File: src/rtl/serial_frame_pkg.sv
// Shared frame definitions for the serial link.
// Used by both the serializer and the receiver.
package serial_frame_pkg;

  localparam int   ADDR_W     = 7;
  localparam int   DATA_W     = 8;
  localparam int   FRAME_BITS = 19;
  localparam logic IDLE_LVL   = 1'b1;

  typedef enum logic [2:0] {
    IDLE,
    ADDR,
    ACK1,
    DATA,
    ACK2,
    STOP
  } rx_state_t;

endpackage

File: src/rtl/sync_edge_detect.sv
// InD/InC synchronizers plus InC rise pulse.
// Flops reset to the idle level so no edge follows reset.
import serial_frame_pkg::*;

module sync_edge_detect #(
  parameter int SYNC_STAGES = 2
) (
  input  logic clk_in,
  input  logic reset_n,
  input  logic d,
  input  logic c,
  output logic d_sync,
  output logic c_rise
);

  logic [SYNC_STAGES-1:0] d_q;
  logic [SYNC_STAGES-1:0] c_q;
  logic                   c_prev;

  // shift both lines through matching chains
  always_ff @(posedge clk_in or posedge reset_n) begin
    if (reset_n) begin
      d_q    <= {SYNC_STAGES{IDLE_LVL}};
      c_q    <= {SYNC_STAGES{IDLE_LVL}};
      c_prev <= IDLE_LVL;
    end else begin
      d_q    <= {d_q[SYNC_STAGES-2:0], d};
      c_q    <= {c_q[SYNC_STAGES-2:0], c};
      c_prev <= c_q[SYNC_STAGES-1];
    end
  end

  assign d_sync = d_q[SYNC_STAGES-1];
  assign c_rise = c_q[SYNC_STAGES-1] & ~c_prev;

endmodule

File: src/rtl/serial_frame_receiver.sv
// Deserializes start/addr/ack/data/ack/stop frames into a
// single-entry valid/ready output register.
import serial_frame_pkg::*;

module serial_frame_receiver #(
  parameter int SYNC_STAGES = 2,
  parameter int TIMEOUT_CYC = 64,
  parameter int CHECK_STOP  = 1
) (
  input  logic              clk_in,
  input  logic              reset_n,
  input  logic              InD,
  input  logic              InC,
  input  logic              Ready,
  input  logic              Clr,
  output logic [ADDR_W-1:0] A_out,
  output logic [DATA_W-1:0] D_out,
  output logic              Valid,
  output logic              Err,
  output logic              Overrun,
  output logic              Busy
);

  localparam int   TW  = $clog2(TIMEOUT_CYC);
  localparam logic CHK = (CHECK_STOP != 0);

  rx_state_t         state;
  logic [3:0]        cnt;
  logic [TW-1:0]     tmo;
  logic [ADDR_W-1:0] a_sr;
  logic [DATA_W-1:0] d_sr;
  logic              bit_d;
  logic              bit_ev;
  logic              timeout;

  sync_edge_detect #(
    .SYNC_STAGES(SYNC_STAGES)
  ) u_sync (
    .clk_in (clk_in),
    .reset_n(reset_n),
    .d      (InD),
    .c      (InC),
    .d_sync (bit_d),
    .c_rise (bit_ev)
  );

  assign timeout = (state != IDLE) &&
                   (tmo == TW'(TIMEOUT_CYC - 1));

  // frame FSM, stall timer and output register
  always_ff @(posedge clk_in or posedge reset_n) begin
    if (reset_n) begin
      state   <= IDLE;
      cnt     <= '0;
      tmo     <= '0;
      a_sr    <= '0;
      d_sr    <= '0;
      A_out   <= '0;
      D_out   <= '0;
      Valid   <= 1'b0;
      Err     <= 1'b0;
      Overrun <= 1'b0;
      Busy    <= 1'b0;
    end else begin
      Err <= 1'b0;
      if (Clr)
        Overrun <= 1'b0;
      if (Valid && Ready)
        Valid <= 1'b0;
      if (timeout) begin
        state <= IDLE;
        Busy  <= 1'b0;
        Err   <= 1'b1;
        cnt   <= '0;
        tmo   <= '0;
      end else if (bit_ev) begin
        tmo <= '0;
        unique case (state)
          IDLE: begin
            if (!bit_d) begin
              state <= ADDR;
              Busy  <= 1'b1;
              cnt   <= '0;
            end
          end
          ADDR: begin
            a_sr <= {a_sr[ADDR_W-2:0], bit_d};
            if (cnt == 4'(ADDR_W - 1)) begin
              cnt   <= '0;
              state <= ACK1;
            end else begin
              cnt <= cnt + 4'd1;
            end
          end
          ACK1: state <= DATA;
          DATA: begin
            d_sr <= {d_sr[DATA_W-2:0], bit_d};
            if (cnt == 4'(DATA_W - 1)) begin
              cnt   <= '0;
              state <= ACK2;
            end else begin
              cnt <= cnt + 4'd1;
            end
          end
          ACK2: state <= STOP;
          STOP: begin
            state <= IDLE;
            Busy  <= 1'b0;
            if (CHK && bit_d) begin
              Err <= 1'b1;
            end else if (!Valid || Ready) begin
              A_out <= a_sr;
              D_out <= d_sr;
              Valid <= 1'b1;
            end else begin
              Overrun <= 1'b1;
            end
          end
          default: begin
            state <= IDLE;
            Busy  <= 1'b0;
          end
        endcase
      end else if (state != IDLE) begin
        tmo <= tmo + TW'(1);
      end
    end
  end

endmodule

File: config.mk
export PLATFORM = sky130hd
export DESIGN_NAME = serial_frame_receiver
export DESIGN_NICKNAME = d
export VERILOG_FILES = /design/src/rtl/serial_frame_pkg.sv /design/src/rtl/sync_edge_detect.sv /design/src/rtl/serial_frame_receiver.sv
export SDC_FILE = /design/constraint.sdc
export NUM_CORES = 1
export LEC_CHECK = 0
export BUFFER_PORTS_ARGS = -buffer_cell sky130_fd_sc_hd__buf_2
export CAP_MARGIN = 20
export CORE_MARGIN = 4
export CORE_UTILIZATION = 40
export CTS_BUF_LIST = sky130_fd_sc_hd__clkbuf_16
export CTS_CLUSTER_DIAMETER = 150
export DETAILED_ROUTE_END_ITERATION = 12
export SYNTH_ARGS = -nofsm -noshare
export SYNTH_HDL_FRONTEND = slang
export SYNTH_SLANG_ARGS = --single-unit
File: constraint.sdc
create_clock -name clk_in -period 2.7 [get_ports clk_in]
set_input_delay 0.405 -clock clk_in [delete_from_list [all_inputs] [get_ports clk_in]]
set_output_delay 0.405 -clock clk_in [all_outputs]
set_load 0.05 [all_outputs]
# Word level (Yosys, flattened, before mapping)
# Index checks and enable logic that the tools add are counted.
# W data, S select, Z words.
# word_totals
word_cells,83
mem_bits_ro,0
mem_bits_rw,0
inputBits,6
latchBits,0
mem_count,0
regBits,52
# classes
addsub,2
div,0
n_mux,35
shifts,0
mul,0
bitwise_logic,4
magnitude_cmp,0
eq_ne,12
reduce_logical,16
# op_table
operator,count
$mux W4,5
$mux W1,19
$mux W6,3
$mux W3,5
$pmux W3 S5,1
$pmux W4 S3,1
$reduce_and A3 Y1,4
$ne A3 B3 Y1 const B,3
$eq A4 B3 Y1 const B,2
$add A6 B1 Y6 const B,1
$eq A3 B2 Y1 const B,2
$eq A3 B3 Y1 const B,2
$eq A6 B6 Y1 const B,1
$reduce_bool A3 Y1,2
$reduce_and A5 Y1,1
$add A4 B1 Y4 const B,1
$reduce_and A4 Y1,1
$reduce_bool A4 Y1,1
$reduce_or A4 Y1,1
$eq A3 B1 Y1 const B,1
$logic_not A3 Y1,1
$not A1 Y1,3
$logic_and A1 B1 Y1,2
$ne A2 B1 Y1 const B,1
5 further kinds,5

# Depth between registers and ports, before layout
# logic_depth
word_depth,7
depth_mapped,6

# Hierarchy
# From an unflattened synthesis, not the netlist that was laid out.
# unflattened
cells_unflattened,188
hier_area_um2,2374.8
# by_module_without_submodules
mod,cells_per_inst,n_inst,area_each_um2
serial_frame_receiver,181,1,2225.9
sync_edge_detect,7,1,148.9

# Worst setup path before layout
# OpenSTA, ideal clock, no wires.
# synth_timing
path_type,reg2reg
startpoint,reg tmo[0]
endpoint,reg A_out[0]
arrival_time_ns,1.788
path_stages_with_launch,7
setup_ns,0.125
path_buffers,1
slack_ns,0.788
path_cell_list,dfrtp_1 -> ha_1 -> nand3_2 -> o21ai_4 -> nor4_4 -> buf_4 -> mux2_2
# synth_via
elab_chain_cells,4
# synth_rtl
element,line_no,text
start: declaration,serial_frame_receiver.sv:29,logic [TW-1:0] tmo;
start signal: assignment,serial_frame_receiver.sv:125,tmo <= tmo + TW'(1);
$eq A6 B6 Y1,serial_frame_receiver.sv:48,(tmo == TW'(TIMEOUT_CYC - 1));
$logic_and A1 B1 Y1,serial_frame_receiver.sv:47,assign timeout = (state != IDLE) &&
$not A1 Y1 (no line),n/a,
$reduce_and A5 Y1 (no line),n/a,
end signal: assignment,serial_frame_receiver.sv:112,A_out <= a_sr;
end: declaration,serial_frame_receiver.sv:16,"output logic [ADDR_W-1:0] A_out,"
# No other way between the ends.
# A chain may end at the register's enable or synchronous reset.

# Worst setup path after layout
# layout_timing
startpoint,reg tmo[0]
endpoint,reg d_sr[1]
# layout_via
elab_chain_cells,4
# layout_rtl
element,line_no,text
$eq A6 B6 Y1,serial_frame_receiver.sv:48,
$logic_and A1 B1 Y1,serial_frame_receiver.sv:47,
$not A1 Y1 (no line),n/a,
$reduce_and A3 Y1 (no line),n/a,
end signal: assignment,serial_frame_receiver.sv:97,"d_sr <= {d_sr[DATA_W-2:0], bit_d};"
end: declaration,serial_frame_receiver.sv:31,logic [DATA_W-1:0] d_sr;
# No other way between the ends.

==> results.md <==
- Post-CTS Repair Setup Buffers: 0
- Layout area overhead: 14.0%
- Post-route clock period utilization: 72.9%
- Power Total: 2.17 mW
- H-tree depth: 2
- Num CTS Buffers: 5
- FMAX: 0.508 GHz
- Synthesized Nets: 190
- Worst IR Drop VDD: 0.000386 V
- CTS resizes: 0
- Skew final: 4.93 ps
- Fin crit period: 1970 ps
- Buf+Inv Stages, Crit Path: 0
- Number of fill cells: 521
- Vias per inst: 5.20
- CP endpoint: d_sr[1]$_DFFE_PP0P_
- Grt ovf: 0
- Final Hold Vio Count: 0
- Number of enable flip-flop cells after synthesis: 0
- IO buf count: 24
- Global-route wire length before repair: 6840 um
- Required @ worst endpoint: 2870 ps
- Status: finished clean
- Max transition margin: 56.9%
- Worst EP arrival: 2130 ps
- DR WL met3: 146 um
- R2R setup slack: 730 ps
- R2r endpoint: d_sr[1]$_DFFE_PP0P_
- Static leakage: 1.30 nW
- Die Width: 84.5 um
- Crit Path Category: reg -> reg
- First drt pass iteration count: 4
- CTS tree: built
- Reg clk slew, reported paths: 70 ps
- Largest net degree at the start of global routing: 53
- Die area: 7130 sq um
- Setup crit end kind: flip-flop
- Max stage delay cell, worst path: dfrtp_1
- Critical path's top delay family: simple AND/OR/NAND/NOR gates
- CTS Root Cell: clkbuf_16
- Syn_area_per_cell: 12.9 sq um
- Max Buffers Root-to-Sink: 2
- Startpoint types: flip-flop
- Setup_tns: 0 ps
- Vias: 1,455
- CP Depth: 5
- Post-synthesis sequential area ratio: 55.9%
- Min-Delay Path Class: in -> reg
- Max-cap violations: 0
- Commonest non-fill, non-tap cells in the layout: dfrtp_1 (47), buf_2 (24), mux2_2 (23)
- Initial antenna violation count: 0
- Hold-fix buffers at CTS: 0
- Distinct cells, synth: 50
- Vias in the first global route: 1,430
- Max layer used: met4
- Final setup viols: 0
- Final nets: 216
- Commonest non-fill, non-tap cell in the layout: dfrtp_1
- Critical Path Source: tmo[0]$_DFFE_PP0P_
- Worst R2R Path Depth: 5
- Share of cells above drive strength 1: 37.5%
- Cell Chain, Critical Path: ha_1, and3_1, nand2_1, nand4_1, mux2_2
- WL final: 3930 um
- Initial core utilization: 42.0%
- WL per Instance: 14.0 um
- Remaining DRCs: 0
- Rows: 27
- Slew @ Worst Pin: 646 ps
- RSZ-0062 raised after global routing: false
- Placeable Area: 5570 sq um
- Worst-Skew Late Latency: 280 ps
- Met2 WL: 1700 um
- Clock sink total: 52
- Gate count after technology mapping: 181
- Final Slew Violations: 0
- Reg2reg start: tmo[0]$_DFFE_PP0P_
- Ant. Diodes: 0
- Chip height: 84.5 um
- Critical path's largest stage delay: 420 ps
- Async SR Flop Fraction: 100%
- Main flop type after synthesis: dfrtp_1
- Antenna-violating nets left: 0
- Post-Syn Area: 2340 sq um
- GPL Wtd Cong: 0.759
- Iter 0 DRT Violations: 62
- Count of boundary I/O pins: 25
- Hpwl dp: 2700 um
- Yosys warning total: 0
- PD cells: 815 nW/um^2
- Yosys reg bits: 52
- Overall routing resource usage: 11.5%
- Met1 Wirelength: 2080 um
- Max Fanout on Critical Path: 8
## sequential cells by signal, indices dropped and copies added (netlist names)
name	count
state	3
a_sr	7
Valid	1
u_sync.d_q	2
cnt	4
Busy	1
d_sr	8
u_sync.c_q	2
Err	1
Overrun	1
u_sync.c_prev	1
A_out	7
D_out	8
tmo	6
## worst min path at each step
stage | start | end | slack (ps) | depth (start not counted)
floorplan | u_sync.c_q[0]$_DFF_PP1_ | u_sync.c_q[1]$_DFF_PP1_ | 350 | 0
global placement | u_sync.d_q[0]$_DFF_PP1_ | u_sync.d_q[1]$_DFF_PP1_ | 350 | 0
detailed placement | u_sync.d_q[0]$_DFF_PP1_ | u_sync.d_q[1]$_DFF_PP1_ | 350 | 0
CTS | InD | u_sync.d_q[0]$_DFF_PP1_ | 210 | 1
global route | InD | u_sync.d_q[0]$_DFF_PP1_ | 210 | 1
finish | InD | u_sync.d_q[0]$_DFF_PP1_ | 220 | 1
## synth_stat cells (2+ instances only)
cell | number | share of area, %
a211o_1 | 2 | 0.75
a21oi_1 | 3 | 0.64
and2_1 | 2 | 0.53
and3_1 | 4 | 1.1
buf_2 | 4 | 0.86
dfrtp_1 | 47 | 50
dfstp_2 | 5 | 5.6
ha_1 | 3 | 1.6
inv_1 | 5 | 0.80
mux2_2 | 23 | 11
mux2_4 | 7 | 4.5
nand2_1 | 6 | 0.96
nand2b_1 | 4 | 1.1
nand3_1 | 6 | 1.3
nand4_1 | 3 | 0.80
nor2_1 | 8 | 1.3
nor3_1 | 3 | 0.64
nor3b_1 | 2 | 0.64
o211ai_1 | 2 | 0.64
o21ai_0 | 8 | 1.7
xor2_1 | 5 | 1.9
## logic make-up after synthesis
group	count (synthesis)	share of synthesized area, %
AO/OA/AOI/OAI	27	8.19
buffers and inverters	12	2.62
XOR/XNOR	6	2.25
flip-flops	52	55.9
multiplexers	31	16.0
adder cells (fa/ha/maj)	3	1.61
AND/OR/NAND/NOR	50	13.4
## metal layers
metal | track usage (%) | up-vias
met2 | 17.0 | 17
met1 | 17.3 | 734
met4 | 1.73 | 0
met3 | 3.24 | 2
li1 | - | 702
met5 | 0 | -
## power breakdown
group	leakage [nW]	total (mW)	switching (mW)	internal [mW]
Sequential	0.671	1.09	0.173	0.920
Clock	0.0712	0.610	0.268	0.342
Combinational	0.557	0.470	0.216	0.254
Total	1.30	2.17	0.657	1.52
## cell type report
class | count | area, sq um | area share [%]
repair buffers | 26 | 135 | 5.07
flip-flops and latches | 52 | 1310 | 49.0
clock inverters | 3 | 20.0 | 0.751
inverters | 5 | 18.8 | 0.704
clock buffers | 5 | 125 | 4.69
well taps | 72 | 90.1 | 3.38
multi-input cells | 117 | 970 | 36.4
## per-stage QoR
step	utilization, %	cells	hold WS, ps	setup WS (ps)	area (sq um)
2_1_floorplan	-	181	345	788	2340
3_3_place_gp	45.2	272	346	771	2520
3_5_place_dp	45.2	272	347	744	2520
4_1_cts	47.8	280	211	734	2670
5_1_grt	47.8	280	207	592	2670
6_report	47.8	280	217	732	2670
Note: power is estimated with default switching activity, not from simulation.
